[src/rtl/ipm2t_hssthp_sig_sync_filt_v1_0.sv]
// ----------------------------------------------------------------------------
// ipm2t_hssthp_sig_sync_filt_v1_0
// Multi-channel level synchroniser with a persistence (glitch) filter and
// registered edge strobes. Each channel carries a PMA status bit (PLL lock,
// signal detect, CDR lock) into the clk domain.
//
// Ports:
//   clk         destination-domain clock
//   rst_n       asynchronous active-low reset (already synchronised upstream)
//   sig_async   [CH_NUM] asynchronous status inputs
//   sig_synced  [CH_NUM] synchronised, filtered level
//   sig_rise    [CH_NUM] one-cycle strobe on sig_synced 0->1
//   sig_fall    [CH_NUM] one-cycle strobe on sig_synced 1->0
//   filt_busy   [CH_NUM] filter counter non-zero (change pending)
// ----------------------------------------------------------------------------
module ipm2t_hssthp_sig_sync_filt_v1_0 #(
    parameter int unsigned       CH_NUM      = 4,
    parameter int unsigned       SYNC_STAGES = 2,
    parameter logic [CH_NUM-1:0] RST_VAL     = '0,
    parameter int unsigned       FILT_LEN    = 8
) (
    input  logic              clk,
    input  logic              rst_n,
    input  logic [CH_NUM-1:0] sig_async,
    output logic [CH_NUM-1:0] sig_synced,
    output logic [CH_NUM-1:0] sig_rise,
    output logic [CH_NUM-1:0] sig_fall,
    output logic [CH_NUM-1:0] filt_busy
);

    localparam int unsigned      CNT_W   = $clog2(FILT_LEN + 1);
    localparam logic [CNT_W-1:0] CNT_MAX = CNT_W'(FILT_LEN - 1);

    // Elaboration-time parameter range checks
    if (SYNC_STAGES < 2) begin : g_err_sync
        $error("SYNC_STAGES must be >= 2");
    end
    if (FILT_LEN < 1) begin : g_err_filt
        $error("FILT_LEN must be >= 1");
    end
    if (CH_NUM < 1) begin : g_err_ch
        $error("CH_NUM must be >= 1");
    end

    for (genvar i = 0; i < int'(CH_NUM); i++) begin : g_ch
        logic [SYNC_STAGES-1:0] sync_q;
        logic [CNT_W-1:0]       cnt_q;
        logic [CNT_W-1:0]       cnt_d;
        logic                   synced_q;
        logic                   synced_d;
        logic                   rise_q;
        logic                   rise_d;
        logic                   fall_q;
        logic                   fall_d;
        logic                   busy_q;
        logic                   s_last;

        assign s_last = sync_q[SYNC_STAGES-1];

        // Plain shift-register synchroniser, no logic between stages
        always_ff @(posedge clk or negedge rst_n) begin
            if (!rst_n) begin
                sync_q <= {SYNC_STAGES{RST_VAL[i]}};
            end else begin
                sync_q <= {sync_q[SYNC_STAGES-2:0], sig_async[i]};
            end
        end

        // Persistence filter: output follows s_last only after FILT_LEN
        // consecutive differing samples; any agreement restarts the count.
        always_comb begin
            cnt_d    = cnt_q;
            synced_d = synced_q;
            rise_d   = 1'b0;
            fall_d   = 1'b0;
            if (s_last == synced_q) begin
                cnt_d = '0;
            end else if (cnt_q == CNT_MAX) begin
                cnt_d    = '0;
                synced_d = s_last;
                rise_d   = s_last;
                fall_d   = ~s_last;
            end else begin
                cnt_d = cnt_q + CNT_W'(1);
            end
        end

        always_ff @(posedge clk or negedge rst_n) begin
            if (!rst_n) begin
                cnt_q    <= '0;
                synced_q <= RST_VAL[i];
                rise_q   <= 1'b0;
                fall_q   <= 1'b0;
                busy_q   <= 1'b0;
            end else begin
                cnt_q    <= cnt_d;
                synced_q <= synced_d;
                rise_q   <= rise_d;
                fall_q   <= fall_d;
                busy_q   <= (cnt_d != '0);
            end
        end

        assign sig_synced[i] = synced_q;
        assign sig_rise[i]   = rise_q;
        assign sig_fall[i]   = fall_q;
        assign filt_busy[i]  = busy_q;
    end

endmodule

[config.mk]
export PLATFORM = sky130hd
export DESIGN_NAME = ipm2t_hssthp_sig_sync_filt_v1_0
export DESIGN_NICKNAME = d
export VERILOG_FILES = /design/src/rtl/ipm2t_hssthp_sig_sync_filt_v1_0.sv
export SDC_FILE = /design/constraint.sdc
export NUM_CORES = 1
export LEC_CHECK = 0
export BUFFER_PORTS_ARGS = -buffer_cell sky130_fd_sc_hd__buf_2
export CORE_ASPECT_RATIO = 1.25
export CORE_UTILIZATION = 45
export CTS_BUF_LIST = sky130_fd_sc_hd__clkbuf_8
export DETAILED_ROUTE_END_ITERATION = 16
export PLACE_DENSITY_LB_ADDON = 0.12
export SYNTH_ARGS = -nofsm -noshare
export SYNTH_HDL_FRONTEND = slang
export SYNTH_SLANG_ARGS = --single-unit
export TNS_END_PERCENT = 10
[constraint.sdc]
create_clock -name clk -period 1.8 [get_ports clk]
set_clock_uncertainty 0.2 [all_clocks]
set_input_delay 0.27 -clock clk [delete_from_list [all_inputs] [get_ports clk]]
set_output_delay 0.27 -clock clk [all_outputs]
set_load 0.005 [all_outputs]
# Yosys cells after proc, flatten, opt, wreduce, memory -nomap -nowiden

Index checks and enable logic that the tools add are counted.

Bits in registers: 40
Logic and storage cells: 76
Output and inout bits: 16
Input port bits: 6

$add $sub $neg: 4
Equality and inequality tests: 8
Muxes and demuxes: 24
Bitwise logic cells: 8
Reduce and logical (&&, ||, !) cells: 8

Operator list:

| kind                  | number |
|---|---|
| $mux W4               | 8 |
| $add A4 B1 Y4 const B | 4 |
| $eq A4 B3 Y1 const B  | 4 |
| $mux W1               | 16 |
| $reduce_bool A4 Y1    | 4 |
| $not A1 Y1            | 8 |
| $reduce_and A2 Y1     | 4 |
| $eq A1 B1 Y1          | 4 |

# Depth between registers and ports, before layout

Depth in word-level cells: 4
Mapped depth: 4
Mapped depth without buffers: 4

# Worst setup path after synthesis

No wires, ideal clock.

Kind: reg-to-reg
From: reg g_ch[1].cnt_q[0]
To: reg g_ch[1].synced_q
Stages on the path, launching flop included: 5
Setup slack: 383 ps
Clock period less this slack: 1417 ps
Library setup time: 128 ps
Buffers on the path: 0
Data arrival time: 1090 ps
Data required time: 1472 ps
Cells stage by stage: dfrtp_1 -> ha_1 -> nand2_2 -> nor2_2 -> mux2_1

Word-level cells in the longest chain between the ends: 2

RTL lines:

| what                        | RTL line | source |
|---|---|---|
| from (decl)                 | 47       | `logic [CNT_W-1:0] cnt_q;` |
| from (signal assigned)      | 96       | `cnt_q <= cnt_d;` |
| $eq A4 B3 Y1                | 78       | `end else if (cnt_q == CNT_MAX) begin` |
| $reduce_and A2 Y1 (no line) | --       |  |
| to (signal assigned)        | 91       | `synced_q <= RST_VAL[i];` |
| to (signal assigned)        | 97       | `synced_q <= synced_d;` |
| to (decl)                   | 49       | `logic synced_q;` |

Every way passes these cells.
A chain may end at the register's enable or synchronous reset.

# Final worst setup path

From: reg g_ch[2].cnt_q[0]
To: reg g_ch[2].synced_q

Word-level cells in the longest chain between the ends: 2

RTL lines:

| what                        | RTL line |
|---|---|
| from (decl)                 | 47 |
| from (signal assigned)      | 96 |
| $eq A4 B3 Y1                | 78 |
| $reduce_and A2 Y1 (no line) | -- |
| to (signal assigned)        | 91 |
| to (signal assigned)        | 97 |
| to (decl)                   | 49 |

Every way passes these cells.

==> out/qor.tcl <==
set qor(worstSetupEndpoint) {g_ch[2].synced_q}
set qor(grt_start_max_net_pins) 41
set qor(antenna_found_initial) 0
set qor(pwr_density_cell_nw_per_um2) 1313
set qor(post_synth_num_cell_types) 17
set qor(combinational_family_with_the_most_area_after_synthesis) {simple AND/OR/NAND/NOR gates}
set qor(cts_made_buffers) 5
set qor(reg2reg_from) {g_ch[2].cnt_q[0]}
set qor(floorplan_die_area_um2) 3984
set qor(core_area_um2) 3513
set qor(postLayoutCellArea_um2) 1862
set qor(setup.reg_to_reg.worst_slack_ns) 0.27
set qor(ant_nets) 0
set qor(num-fill-cells) 305
set qor(io_buffers) 21
set qor(leakagePower_uw) 0.0008898
set qor(cts_num_sinks) 40
set qor(net_count_final) 160
set qor(drt_iter0_drc) 37
set qor(vias_per_cell) 5.291
set qor(rsz0062_at_grt) {no}
set qor(global_route_wire_length_before_repair_um) 4388
set qor(synth_sequential_area_ratio_pct) 59.57
set qor(post_synth_xor_area_fraction_pct) 4.170
set qor(clock_input_transition_at_the_sequential_cells_of_the_worst_setup_and_hold_paths_ns) 0.07
set qor(crit_path_start_kind) {flip-flop}
set qor(vias) 1000
set qor(post_synth_and_or_nand_nor_area_fraction_pct) 17.50
set qor(crit_path_start) {g_ch[2].cnt_q[0]}
set qor(ys.warnings.count) 0
set qor(clock_latency_ns) 0.29
set qor(peakVddDrop_mv) 0.7542
set qor(synthMuxAreaShare_pct) 5.063
set qor(netlist_instances) 132
set qor(yosys.area_share.adder_pct) 2.978
set qor(routed_wirelength_um) 2396
set qor(drt-wirelength-per-cell_um) 12.68
set qor(arrival_ns) 1.50
set qor(num_rows) 24
set qor(final_worst_path_period_need_ns) 1.533
set qor(clockBufferDepth) 2
set qor(antennaDiodeCount) 0
set qor(finalCritPeriodShare_pct) 85.15
set qor(tns_ns) 0
set qor(detail_placement_hpwl_um) 1626
set qor(hold_slack_ns) 0.1488
set qor(mappedNetlistNets) 142
set qor(maxSlewViolCount) 0
set qor(timing.critical_path.required_ns) 1.77
set qor(synthesized_cell_area_um2) 1680
set qor(first_global_vias) 983
set qor(critical_path_capture_point_type) {flip-flop}
set qor(ys_seq_elements) 40
set qor(postSynthAreaPerCell_um2) 12.73
set qor(finalSetupViolCount) 0
set qor(initial_core_util_pct) 47.83
set qor(hp-class) {flip-flop to flip-flop}
set qor(pin_count) 22
set qor(worst_margin_slew_ns) 0.4703
set qor(die_y_um) 70.32
set qor(die_w_um) 56.66
set qor(timing.max_cap.violations) 0
set qor(cts-root-buf) {clkbuf_8}
set qor(multiInputGateArea_um2) 559.3
set qor(post-cts-setup-buffers) 0
set qor(reg2regPathDepth) 4
set qor(cts_max_level) 2
set qor(routabilityCongestion) 0.7628
set qor(globalRouteOverflowTotal) 0
set qor(area.sequential_um2) 1001
set qor(synth_compound_gate_area_share_pct) 3.574
set qor(critical_path_peak_fanout) 5
set qor(relSlewSlack_pct) 68.42
set qor(first_pass_iters) 4
set qor(final-hold-violation-count) 0
set qor(r2r-end) {g_ch[2].synced_q}
set qor(design_power_total_uw) 2444
set qor(final_layout_size_suffix_gt1_share_pct) 26.00
set qor(outcome) {complete, no violations}
set qor(critical_path_class) {flip-flop to flip-flop}
set qor(area_delta_synth_final_pct) 10.80
set qor(drc_errors) 0
set qor(cts_tree) {done}
set qor(final_common_cell) {dfrtp_1}
set qor(most-common-layout-cells) {dfrtp_1, buf_2, nor2_1}
set qor(clock.fmax_mhz) 652.5
set qor(track_usage_pct) 14.57
set qor(postPlaceCellArea_um2) 1734
[state kept, by name, indices dropped and copies added (netlist names)]
name and cells:
g_ch.busy_q 4, g_ch.cnt_q 16, g_ch.fall_q 4, g_ch.rise_q 4
g_ch.sync_q 8, g_ch.synced_q 4
[final cells by class]
| class | instances | area share (%) |
|---|---|---|
| flip-flops and latches | 40 | 53.76 |
| multi-input cells | 76 | 30.04 |
| well taps | 39 | 2.621 |
| clock buffers | 5 | 3.696 |
| clock inverters | 2 | 0.4704 |
| repair buffers | 27 | 9.409 |
[logic make-up after synthesis]
group | after synthesis
AND/OR/NAND/NOR | 48
flip-flops | 40
buffers and inverters | 16
AO/OA/AOI/OAI | 8
XOR/XNOR | 8
multiplexers | 8
adder cells (fa/ha/maj) | 4
[power breakdown]
group / switching, µW / total (µW) / internal (µW)
logic: 293 / 617 / 324
clock network: 285 / 542 / 257
registers: 187 / 1280 / 1100
total: 765 / 2440 / 1680
[how the worst min path moves through the flow]
stage | start | end | slack, ns | cells past startpoint
floorplan | rst_n | g_ch[0].busy_q | -0.23 | 0
global placement | rst_n | g_ch[2].busy_q | 0.05 | 2
detailed placement | rst_n | g_ch[2].cnt_q[2] | 0.06 | 2
CTS | g_ch[1].sync_q[0] | g_ch[1].sync_q[1] | 0.15 | 0
global route | g_ch[1].sync_q[0] | g_ch[1].sync_q[1] | 0.16 | 0
finish | g_ch[1].sync_q[0] | g_ch[1].sync_q[1] | 0.15 | 0
[synth_stat cells, drive strengths merged]
cell | instances | share of area, %
mux2 | 4 | 2.7
nor2 | 16 | 4.2
nand3 | 4 | 1.2
mux2i | 4 | 2.4
ha | 4 | 3.0
nand2 | 8 | 2.4
nor3b | 4 | 1.8
a211oi | 8 | 3.6
nor3 | 4 | 1.2
xnor2 | 8 | 4.2
buf | 16 | 7.1
nor2b | 4 | 1.5
nor4b | 8 | 5.3
dfrtp | 40 | 60
[worst max-delay path: stages (launching register included)]
cell and delay, ns:
dfrtp_1 0.42, ha_1 0.25, nand2_2 0.11, nor2_2 0.12, mux2_1 0.32
[metrics by stage]
| step | cells | utilization (%) | setup WS (ns) |
|---|---|---|---|
| after floorplan | 132 | - | 0.3827 |
| after global placement | 177 | 49.36 | 0.3071 |
| after CTS | 189 | 52.99 | 0.2659 |
| after detailed placement | 177 | 49.36 | 0.2772 |
| after global routing | 189 | 52.99 | 0.1864 |
| final | 189 | 52.99 | 0.2673 |
[what timing repair did]
action	4_1_cts	5_1_grt
endpoints found under the hold margin	44	0
hold buffers	5	0
gates resized for setup	0	0
[layer usage]
| metal | routed length (µm) | global-route usage (%) | vias to the layer above |
|---|---|---|---|
| li1 | - | - | 477 |
| met1 | 1026 | 16.18 | 492 |
| met2 | 1203 | 23.53 | 24 |
| met3 | 107 | 5.185 | 7 |
| met4 | 59 | 8.943 | 0 |
| met5 | 0 | 0 | - |
No activity file was read; power rests on OpenSTA's default activity.
